File: src/rtl/nn_pkg.sv
// Shared types and helpers for the dense-layer engine: FSM state encoding and
// the output shift/ReLU/saturate stage.
package nn_pkg;

   typedef enum logic [1:0] {
      StIdle,
      StLoad,
      StCompute,
      StOut
   } nn_state_e;

   localparam int NN_DW      = 8;
   localparam int NN_OUT_MAX = 127;

   // Arithmetic shift, then clamp negative results to 0 and large ones to NN_OUT_MAX.
   function automatic logic [NN_DW-1:0] sat_relu(input logic signed [31:0] acc,
                                                 input int unsigned       shift);
      logic signed [31:0] r;
      r = acc >>> shift;
      if (r < 0) begin
         return '0;
      end else if (r > NN_OUT_MAX) begin
         return NN_DW'(NN_OUT_MAX);
      end
      return r[NN_DW-1:0];
   endfunction

endpackage

File: src/rtl/nn_dense_layer_mac.sv
// Single signed 8x8 multiply-accumulate register. clr preloads the sign-extended
// bias, en adds one sign-extended product per cycle.
module nn_mac #(
   parameter int unsigned ACC_W = 24
) (
   input  logic             clk,
   input  logic             rst,
   input  logic             clr,
   input  logic             en,
   input  logic [7:0]       init,
   input  logic [7:0]       a,
   input  logic [7:0]       b,
   output logic [ACC_W-1:0] acc
);

   logic signed [15:0] prod;

   assign prod = signed'(a) * signed'(b);

   always_ff @(posedge clk) begin
      if (rst) begin
         acc <= '0;
      end else if (clr) begin
         acc <= {{(ACC_W-8){init[7]}}, init};
      end else if (en) begin
         acc <= acc + {{(ACC_W-16){prod[15]}}, prod};
      end
   end

endmodule

File: src/rtl/nn_dense_layer.sv
// Fully connected layer: buffers one int8 input vector, then computes each neuron
// with a single MAC over N_IN cycles and streams the clamped results out.
module nn_dense_layer
   import nn_pkg::*;
#(
   parameter int unsigned N_IN  = 8,
   parameter int unsigned N_OUT = 4,
   parameter int unsigned ACC_W = 24,
   parameter int unsigned SHIFT = 0,
   parameter int unsigned WA_W  = $clog2(N_IN*N_OUT+N_OUT),
   localparam int unsigned IDX_W = (N_OUT > 1) ? $clog2(N_OUT) : 1,
   localparam int unsigned I_W   = (N_IN > 1) ? $clog2(N_IN) : 1
) (
   input  logic             wb_clk_i,
   input  logic             wb_rst_i,
   input  logic             wr_en,
   input  logic [WA_W-1:0]  wr_addr,
   input  logic [7:0]       wr_data,
   output logic             wr_err,
   input  logic             in_valid,
   output logic             in_ready,
   input  logic [7:0]       in_data,
   output logic             out_valid,
   input  logic             out_ready,
   output logic [7:0]       out_data,
   output logic [IDX_W-1:0] out_idx,
   output logic             out_last,
   output logic             busy
);

   localparam int unsigned N_W   = N_IN * N_OUT;
   localparam int unsigned N_PAR = N_W + N_OUT;

   nn_state_e        state_q;
   logic [I_W-1:0]   i_q;
   logic [IDX_W-1:0] j_q;
   logic [7:0]       x_q   [N_IN];
   logic [7:0]       par_q [N_PAR];
   logic             wr_err_q;

   logic             in_accept;
   logic             out_hs;
   logic             last_i;
   logic             last_j;
   logic             load_done;
   logic             wr_legal;
   logic             mac_clr;
   logic             mac_en;
   logic [7:0]       mac_init;
   logic [7:0]       mac_a;
   logic [7:0]       mac_b;
   logic [ACC_W-1:0] acc;
   logic [WA_W-1:0]  w_idx;
   logic [WA_W-1:0]  b_idx;
   int unsigned      b_sel;

   // All outputs derive from registered state only.
   assign in_ready  = (state_q == StIdle) || (state_q == StLoad);
   assign busy      = (state_q != StIdle);
   assign out_valid = (state_q == StOut);
   assign out_idx   = j_q;
   assign last_j    = (j_q == IDX_W'(N_OUT - 1));
   assign out_last  = out_valid && last_j;
   assign out_data  = sat_relu(32'(signed'(acc)), SHIFT);
   assign wr_err    = wr_err_q;

   assign in_accept = in_valid && in_ready;
   assign out_hs    = out_valid && out_ready;
   assign last_i    = (i_q == I_W'(N_IN - 1));
   assign load_done = in_accept && (((state_q == StIdle) && (N_IN == 1)) ||
                                    ((state_q == StLoad) && last_i));
   assign wr_legal  = wr_en && !busy && (32'(wr_addr) < N_PAR);

   // The bias for the next neuron is preloaded on the cycle that enters COMPUTE.
   always_comb begin
      b_sel = 0;
      if (!load_done && !last_j) begin
         b_sel = 32'(j_q) + 1;
      end
      b_idx = WA_W'(N_W + b_sel);
      w_idx = WA_W'(32'(j_q) * N_IN + 32'(i_q));
   end

   assign mac_clr  = load_done || (out_hs && !last_j);
   assign mac_en   = (state_q == StCompute);
   assign mac_init = par_q[b_idx];
   assign mac_a    = x_q[i_q];
   assign mac_b    = par_q[w_idx];

   nn_mac #(
      .ACC_W(ACC_W)
   ) u_mac (
      .clk  (wb_clk_i),
      .rst  (wb_rst_i),
      .clr  (mac_clr),
      .en   (mac_en),
      .init (mac_init),
      .a    (mac_a),
      .b    (mac_b),
      .acc  (acc)
   );

   always_ff @(posedge wb_clk_i) begin
      if (wb_rst_i) begin
         state_q  <= StIdle;
         i_q      <= '0;
         j_q      <= '0;
         wr_err_q <= 1'b0;
         for (int k = 0; k < N_IN; k++) begin
            x_q[k] <= '0;
         end
         for (int k = 0; k < N_PAR; k++) begin
            par_q[k] <= '0;
         end
      end else begin
         wr_err_q <= wr_en && !wr_legal;
         if (wr_legal) begin
            par_q[wr_addr] <= wr_data;
         end

         unique case (state_q)
            StIdle: begin
               if (in_valid) begin
                  x_q[0] <= in_data;
                  if (N_IN == 1) begin
                     i_q     <= '0;
                     j_q     <= '0;
                     state_q <= StCompute;
                  end else begin
                     i_q     <= I_W'(1);
                     state_q <= StLoad;
                  end
               end
            end
            StLoad: begin
               if (in_valid) begin
                  x_q[i_q] <= in_data;
                  if (last_i) begin
                     i_q     <= '0;
                     j_q     <= '0;
                     state_q <= StCompute;
                  end else begin
                     i_q <= i_q + 1'b1;
                  end
               end
            end
            StCompute: begin
               if (last_i) begin
                  i_q     <= '0;
                  state_q <= StOut;
               end else begin
                  i_q <= i_q + 1'b1;
               end
            end
            StOut: begin
               if (out_ready) begin
                  if (last_j) begin
                     j_q     <= '0;
                     state_q <= StIdle;
                  end else begin
                     j_q     <= j_q + 1'b1;
                     state_q <= StCompute;
                  end
               end
            end
            default: state_q <= StIdle;
         endcase
      end
   end

endmodule

File: config.mk
export PLATFORM = sky130hd
export DESIGN_NAME = nn_dense_layer
export DESIGN_NICKNAME = d
export VERILOG_FILES = /design/src/rtl/nn_pkg.sv /design/src/rtl/nn_dense_layer_mac.sv /design/src/rtl/nn_dense_layer.sv
export SDC_FILE = /design/constraint.sdc
export NUM_CORES = 1
export LEC_CHECK = 0
export ABC_AREA = 0
export BUFFER_PORTS_ARGS = -buffer_cell sky130_fd_sc_hd__clkbuf_2
export CAP_MARGIN = 20
export CELL_PAD_IN_SITES_DETAIL_PLACEMENT = 0
export CELL_PAD_IN_SITES_GLOBAL_PLACEMENT = 2
export CORE_UTILIZATION = 30
export DETAILED_ROUTE_END_ITERATION = 12
export PLACE_DENSITY = 0.55
export SYNTH_ARGS = -nofsm -noshare
export SYNTH_HDL_FRONTEND = slang
export SYNTH_HIERARCHICAL = 1
export SYNTH_SLANG_ARGS = --single-unit
File: constraint.sdc
create_clock -name wb_clk_i -period 8.4 [get_ports wb_clk_i]
set_clock_uncertainty 0.2 [all_clocks]
set_input_delay 1.26 -clock wb_clk_i [delete_from_list [all_inputs] [get_ports wb_clk_i]]
set_output_delay 1.26 -clock wb_clk_i [all_outputs]
set_load 0.01 [all_outputs]
==> impl_metrics.json, run 1 <==
{
  "place_area_mm2": 0.02376,
  "synth_ff_type": "edfxtp_1",
  "startpoint": "i_q[1]",
  "status": "finished, violations left",
  "cts_buffers": 48,
  "synthXorXnorAreaFrac_pct": 1.224,
  "drtIter0Drc": 812,
  "port_buffers": 40,
  "p_seq_share_pct": 24.4,
  "crit_end": "u_mac/acc[18]",
  "drv_slew": 0,
  "grt_pass1_wl_um": 95720,
  "wl_met1_um": 30250,
  "pwr-share-clk_pct": 21.3,
  "ctsHoldBuffers": 0,
  "io_pins": 42,
  "maxCapViolCount": 0,
  "post-route-period-util_pct": 95.55,
  "hpwl_um": 45700,
  "final_antenna_net_count": 0,
  "grt_pass1_vias": 14230,
  "place_congestion": 0.7976,
  "worst_r2r_path_depth": 28,
  "tightest_slew_ns": 1.070,
  "hold_ws_ns": 0.3666,
  "final_util_pct": 34.80,
  "fin_cells": 2849,
  "p_int_uw": 5565,
  "route.vias.total": 13650,
  "hold_class": "reg2reg",
  "fmax_ghz": 0.1246,
  "num_rows": 99,
  "hold_violations": 0,
  "synth_compound_area_share_pct": 7.254,
  "firstDrtPassIters": 10,
  "placed_cells_incl_taps": 2752,
  "leakage_uw": 0.01012,
  "initial_utilization_pct": 30.35,
  "syn_area_mm2": 0.02218,
  "antenna_found_initial": 1,
  "syn_avg_cell_area_um2": 12.64,
  "synth.top_cells.by_count": "398 x and2_1, 352 x edfxtp_1, 116 x inv_1, 80 x nor2_1, 72 x mux2i_1",
  "post-route-min-period_ns": 8.026,
  "drc_errors": 10,
  "setup_violations": 0,
  "top_layer": "met4",
  "cp_common_cell": "ha_1",
  "cts_tree": "built",
  "p_sw_share_pct": 41.19,
  "ir_worst_vdd_v": 0.0002138,
  "cpPeakStageDelay_ns": 0.60,
  "final_nets": 1996,
  "r2r_slack_ns": 0.37,
  "synthCells": 1755,
  "die_h_um": 273.9,
  "route.met3.wl_um": 2280,
  "p_total_uw": 9463,
  "crit_path_top_delay_cell": "mux4_1",
  "fp.dieArea_mm2": 0.07502,
  "synth_seq_cells": 387,
  "grt_usage_pct": 17.38,
  "synth-edff-count": 352,
  "fill_cells": 7212,
  "core_area_mm2": 0.07308,
  "critPathKind": "reg2reg",
  "async_reset_ff_share_pct": 0,
  "synth_top_family_by_area": "simple AND/OR/NAND/NOR gates",
  "antenna_cells": 0,
  "postSynthNetCount": 1899,
  "worst_skew_pair.late_latency_ns": 0.60,
  "required_ns": 8.67,
  "viasPerCell": 4.792,
  "switching_power_uw": 3898,
  "r2r_end": "u_mac/acc[18]",
  "timing.slew.headroom_pct": 28.68,
  "h-tree-depth": 2,
  "cts.path.max_buffers": 3,
  "synthSimpleGateAreaFrac_pct": 19.02,
  "synth_top_area_share_pct": 47.66,
  "synthMuxAreaShare_pct": 8.936,
  "synth_most_common_cell": "and2_1",
  "synth_area_leaders": "edfxtp_1 48%, and2_1 11%, fa_1 5.1%, mux4_2 4.2%, ha_1 3.4%",
  "yosys.area_share.adder_pct": 8.496,
  "arrival_ns": 8.30,
  "timing.rr.start": "i_q[1]",
  "fp.dieW_um": 273.9,
  "root_buffer": "clkbuf_16",
  "clock_sinks": 387,
  "combPwrFrac_pct": 54.3,
  "crit_fanout": 7,
  "synth_seq_area_share_pct": 50.82,
  "design_area_mm2": 0.02543,
  "clkSlewWorstSetupHoldPaths_ns": 0.06,
  "cellPowerDensity_mw_per_mm2": 372.1,
  "wl_per_cell_um": 22.51,
  "routed_wl_um": 64120,
  "critPathLaunchType": "flop",
  "syn_to_final_growth_pct": 14.65,
  "yosysTopAreaCell": "edfxtp_1",
  "yosysWarnings": 6,
  "wl_met2_um": 30060,
  "drive_gt1_share_pct": 18.57,
  "ys_types": 90,
  "grt-ovfl-total": 0,
  "failed_checks": "design-rule violations",
  "cp-end-kind": "flop",
  "grt_max_degree": 42
}
-- flip-flops by register name, summed over array words and instances, names as in the netlist, named ones only --
signal / cells
par_q: 288
x_q: 64
u_mac/acc: 24
i_q: 3
out_idx: 2
state_q: 2
wr_err: 1
-- worst min path at each step --
| stage | depth (start not counted) | endpoint | start | slack [ns] |
|---|---|---|---|---|
| global route | 2 | u_mac/acc[20] | u_mac/acc[20] | 0.43 |
| global placement | 2 | u_mac/acc[20] | u_mac/acc[20] | 0.36 |
| floorplan | 2 | u_mac/acc[10] | u_mac/acc[10] | 0.29 |
| detailed placement | 2 | state_q[1] | state_q[1] | 0.36 |
| CTS | 2 | u_mac/acc[20] | u_mac/acc[20] | 0.38 |
| finish | 2 | u_mac/acc[20] | u_mac/acc[20] | 0.37 |
-- placed cells by master, fill, tap and decap left out, types with 13 or more instances in the layout --
| cell | count |
|---|---|
| a21oi_1 | 48 |
| a22o_1 | 15 |
| a22oi_1 | 15 |
| and2_1 | 398 |
| buf_4 | 81 |
| clkbuf_1 | 13 |
| clkbuf_16 | 49 |
| clkbuf_2 | 40 |
| dfxtp_1 | 32 |
| edfxtp_1 | 352 |
| fa_1 | 56 |
| ha_1 | 61 |
| inv_1 | 116 |
| mux2i_1 | 72 |
| mux4_2 | 41 |
| nand2_1 | 31 |
| nand2b_1 | 16 |
| nor2_1 | 80 |
| nor2b_1 | 14 |
| or2_1 | 17 |
| or2_2 | 28 |
| xnor2_1 | 20 |
-- worst max-delay path: cells and delay by family, from the launching register on --
kind	cells	cell delay [ns]
fa+ha+maj	7	2.54
mux	1	0.60
flops	1	0.45
compound gates	12	2.92
simple gates	3	0.60
xor+xnor	1	0.14
buf+inv	4	0.42
-- power groups by stage --
stage | Clock [uW] | Sequential [uW] | Combinational [uW]
after global placement | 0 | 2350 | 5060
after CTS | 2070 | 2310 | 5090
after global routing | 2140 | 2320 | 5780
final | 2020 | 2300 | 5140
after floorplan | 0 | 2300 | 3460
after detailed placement | 0 | 2350 | 5050
-- repair_timing --
| action | CTS | global route |
|---|---|---|
| pin swaps | 0 | 5 |
| endpoints found under the setup margin | 3 | 7 |
| resized for setup | 2 | 15 |
| cloned | 0 | 0 |
| buffers inserted | 0 | 9 |
-- through the flow --
step	worst slack, ns	TNS (ns)
6_report	0.3737	0
3_5_place_dp	-0.2287	-0.4929
3_3_place_gp	-0.2448	-0.4951
2_1_floorplan	0.8071	0
5_1_grt	-0.01982	-0.03289
4_1_cts	0.09036	0
-- metal layers --
metal,track usage [%],vias to the layer above
met5,0,-
met3,2.583,84
li1,-,6471
met2,28.61,240
met1,23.86,6856
met4,4.386,0
-- area by class of cell --
type,instances,area [um2],area share (%)
clock buffers,64,1303,5.122
well taps,959,1200,4.719
clock inverters,24,214.0,0.8414
multi-input cells,1171,10060,39.55
flip-flops and latches,387,11280,44.36
inverters,116,435.4,1.712
repair buffers,128,939.7,3.695
-- cells by family after synthesis --
group,Yosys count
XOR/XNOR,31
adder cells (fa/ha/maj),117
other,1
AO/OA/AOI/OAI,215
AND/OR/NAND/NOR,676
multiplexers,131
buffers and inverters,197
flip-flops,387
Power figures use the tool's default switching activity.
==> run 2, diff against run 1 <==
--- a/config.mk
+++ b/config.mk
@@ -12,2 +12,3 @@
 export CELL_PAD_IN_SITES_GLOBAL_PLACEMENT = 2
+export CORE_MARGIN = 2
 export CORE_UTILIZATION = 30
==> constraint.sdc (replaced) <==
create_clock -name wb_clk_i -period 8.4 [get_ports wb_clk_i]
set_clock_uncertainty 0.2 [all_clocks]
set_input_delay 1.68 -clock wb_clk_i [delete_from_list [all_inputs] [get_ports wb_clk_i]]
set_output_delay 1.68 -clock wb_clk_i [all_outputs]
set_load 0.01 [all_outputs]
==> impl_metrics.json, run 2 (synthesized netlist as in run 1, its figures left out) <==
{
  "final_cell_mix": "398 x and2_1, 352 x edfxtp_1, 116 x inv_1, 80 x nor2_1, 72 x mux2i_1",
  "grtUsageMet1_pct": 23.60,
  "post-route-min-period_ns": 7.878,
  "min_path_cells": 2,
  "status": "finished, violations left",
  "hold_violations": 0,
  "wl_per_cell_um": 22.59,
  "final_nets": 1970,
  "required_ns": 8.68,
  "route.vias.total": 13580,
  "grt_pass1_wl_um": 95390,
  "design_area_mm2": 0.02527,
  "ir_worst_vdd_v": 0.0002612,
  "clkSlewWorstSetupHoldPaths_ns": 0.06,
  "grt_setup_unrepaired": "false",
  "cellPowerDensity_mw_per_mm2": 374.6,
  "hpwl_um": 44850,
  "port_buffers": 40,
  "grt_max_degree": 42,
  "top_register": "par_q",
  "antenna_found_initial": 1,
  "clock_sinks": 387,
  "startpoint": "i_q[1]",
  "hold_class": "reg2reg",
  "combPwrFrac_pct": 53.7,
  "switching_power_uw": 3878,
  "p_int_uw": 5586,
  "root_buffer": "clkbuf_16",
  "grt_pass1_vias": 14290,
  "grtUsageMet2_pct": 28.07,
  "pwr-share-clk_pct": 21.9,
  "crit_fanout": 15,
  "setup_violations": 0,
  "h-tree-depth": 2,
  "largest_reg_flops": 288,
  "p_seq_share_pct": 24.4,
  "tightest_slew_ns": 1.101,
  "worst_r2r_path_depth": 31,
  "p_sw_share_pct": 40.98,
  "cpPeakStageDelay_ns": 0.54,
  "timing.slew.headroom_pct": 26.60,
  "fp.dieArea_mm2": 0.07612,
  "critPathKind": "reg2reg",
  "firstDrtPassIters": 10,
  "grt-ovfl-total": 0,
  "place_congestion": 0.7911,
  "final_antenna_net_count": 0,
  "cp-end-kind": "flop",
  "tns_ns": 0,
  "drtIter0Drc": 919,
  "use_met3_pct": 2.384,
  "final_common_cell": "and2_1",
  "routed_wl_um": 63800,
  "p_total_uw": 9465,
  "r2r_slack_ns": 0.52,
  "syn_to_final_growth_pct": 13.92,
  "post-route-period-util_pct": 93.79,
  "drv_slew": 0,
  "arrival_ns": 8.16,
  "core_area_mm2": 0.07308,
  "grt-busiest-layer": "met2",
  "cts_buffers": 48,
  "reg_top3": "par_q: 288 flops, x_q: 64 flops, u_mac/acc: 24 flops",
  "cts.path.max_buffers": 3,
  "min_to": "u_mac/acc[20]",
  "grt_usage_pct": 17.07,
  "maxCapViolCount": 0,
  "failed_checks": "design-rule violations",
  "place_area_mm2": 0.02359,
  "hp-start": "u_mac/acc[20]",
  "setup_ws_ns": 0.5215,
  "io_pins": 42,
  "leakage_uw": 0.009994,
  "crit_path_top_delay_cell": "mux4_2",
  "cts_tree": "built",
  "drc_errors": 8,
  "viasPerCell": 4.809,
  "fp.dieW_um": 275.9,
  "worst_skew_pair.late_latency_ns": 0.60,
  "timing.rr.start": "i_q[1]",
  "drive_gt1_share_pct": 16.90,
  "final_util_pct": 34.57,
  "critPathLaunchType": "flop",
  "fmax_ghz": 0.1269,
  "num_rows": 99,
  "initial_utilization_pct": 30.35,
  "pre_cts_slack_ns": 0.05011,
  "die_h_um": 275.9,
  "r2r_end": "u_mac/acc[18]"
}
[run 2: cell count changes in the layout (fill, tap and decap cells not counted), moves of 2 or more]
| cell | delta |
|---|---|
| clkbuf_8 | -2 |
| a21oi_1 | +2 |
| a21oi_2 | -2 |
| a211oi_4 | +4 |
| a211oi_2 | -5 |
| bufinv_16 | +2 |
| buf_4 | -26 |
[run 2: worst max path at each step]
stage,endpoint,slack (ns),cells past startpoint
CTS,u_mac/acc[15],0.03,29
floorplan,u_mac/acc[23],0.81,27
global route,u_mac/acc[23],0.0001,32
global placement,u_mac/acc[15],0.19,29
detailed placement,u_mac/acc[15],0.05,29
finish,u_mac/acc[18],0.52,31
[run 2: metrics by stage]
| stage | std cells | hold slack [ns] |
|---|---|---|
| finish | 2824 | 0.3730 |
| global route | 2823 | 0.4117 |
| CTS | 2819 | 0.3783 |
| global placement | 2731 | 0.3607 |
| detailed placement | 2731 | 0.3696 |
| floorplan | 1755 | 0.2927 |
[run 2: routing by layer]
metal  share of wire [%]  routed length (um)  up-vias
met1                  47               30020     6861
li1                    -                   -     6415
met4                 2.3                1487        0
met2                  47               30020      222
met5                   0                   0        -
met3                 3.6                2267       84
[run 2: worst max-delay path, delay by kind of cell (launching register included)]
kind	cells	cell delay, ns
fa+ha+maj	6	2.61
compound gates	11	2.41
simple gates	6	0.92
mux	1	0.54
buf+inv	6	0.53
flops	1	0.39
xor+xnor	1	0.13
[run 2: area by class of cell]
cell class / instances / area [um2]
sequential: 387 / 11280
tap: 959 / 1200
antenna: 1 / 2.502
multi-input combinational: 1171 / 10040
inverter: 116 / 435.4
clock inverter: 26 / 274.0
fill: 7174 / 47820
clock buffer: 62 / 1275
timing repair buffer: 102 / 760.7
[run 2: timing repair]
action | CTS | global route
hold buffers | 0 | 0
buffers inserted | 0 | 4
setup endpoints to repair | 0 | 9
resized for setup | 0 | 11
[run 2: power by group through the flow]
stage,clock (uW),sequential [uW],combinational [uW]
5_1_grt,2200,2320,5740
4_1_cts,2130,2320,5120
3_3_place_gp,0,2360,5120
3_5_place_dp,0,2360,5090
6_report,2070,2310,5080
2_1_floorplan,0,2300,3460
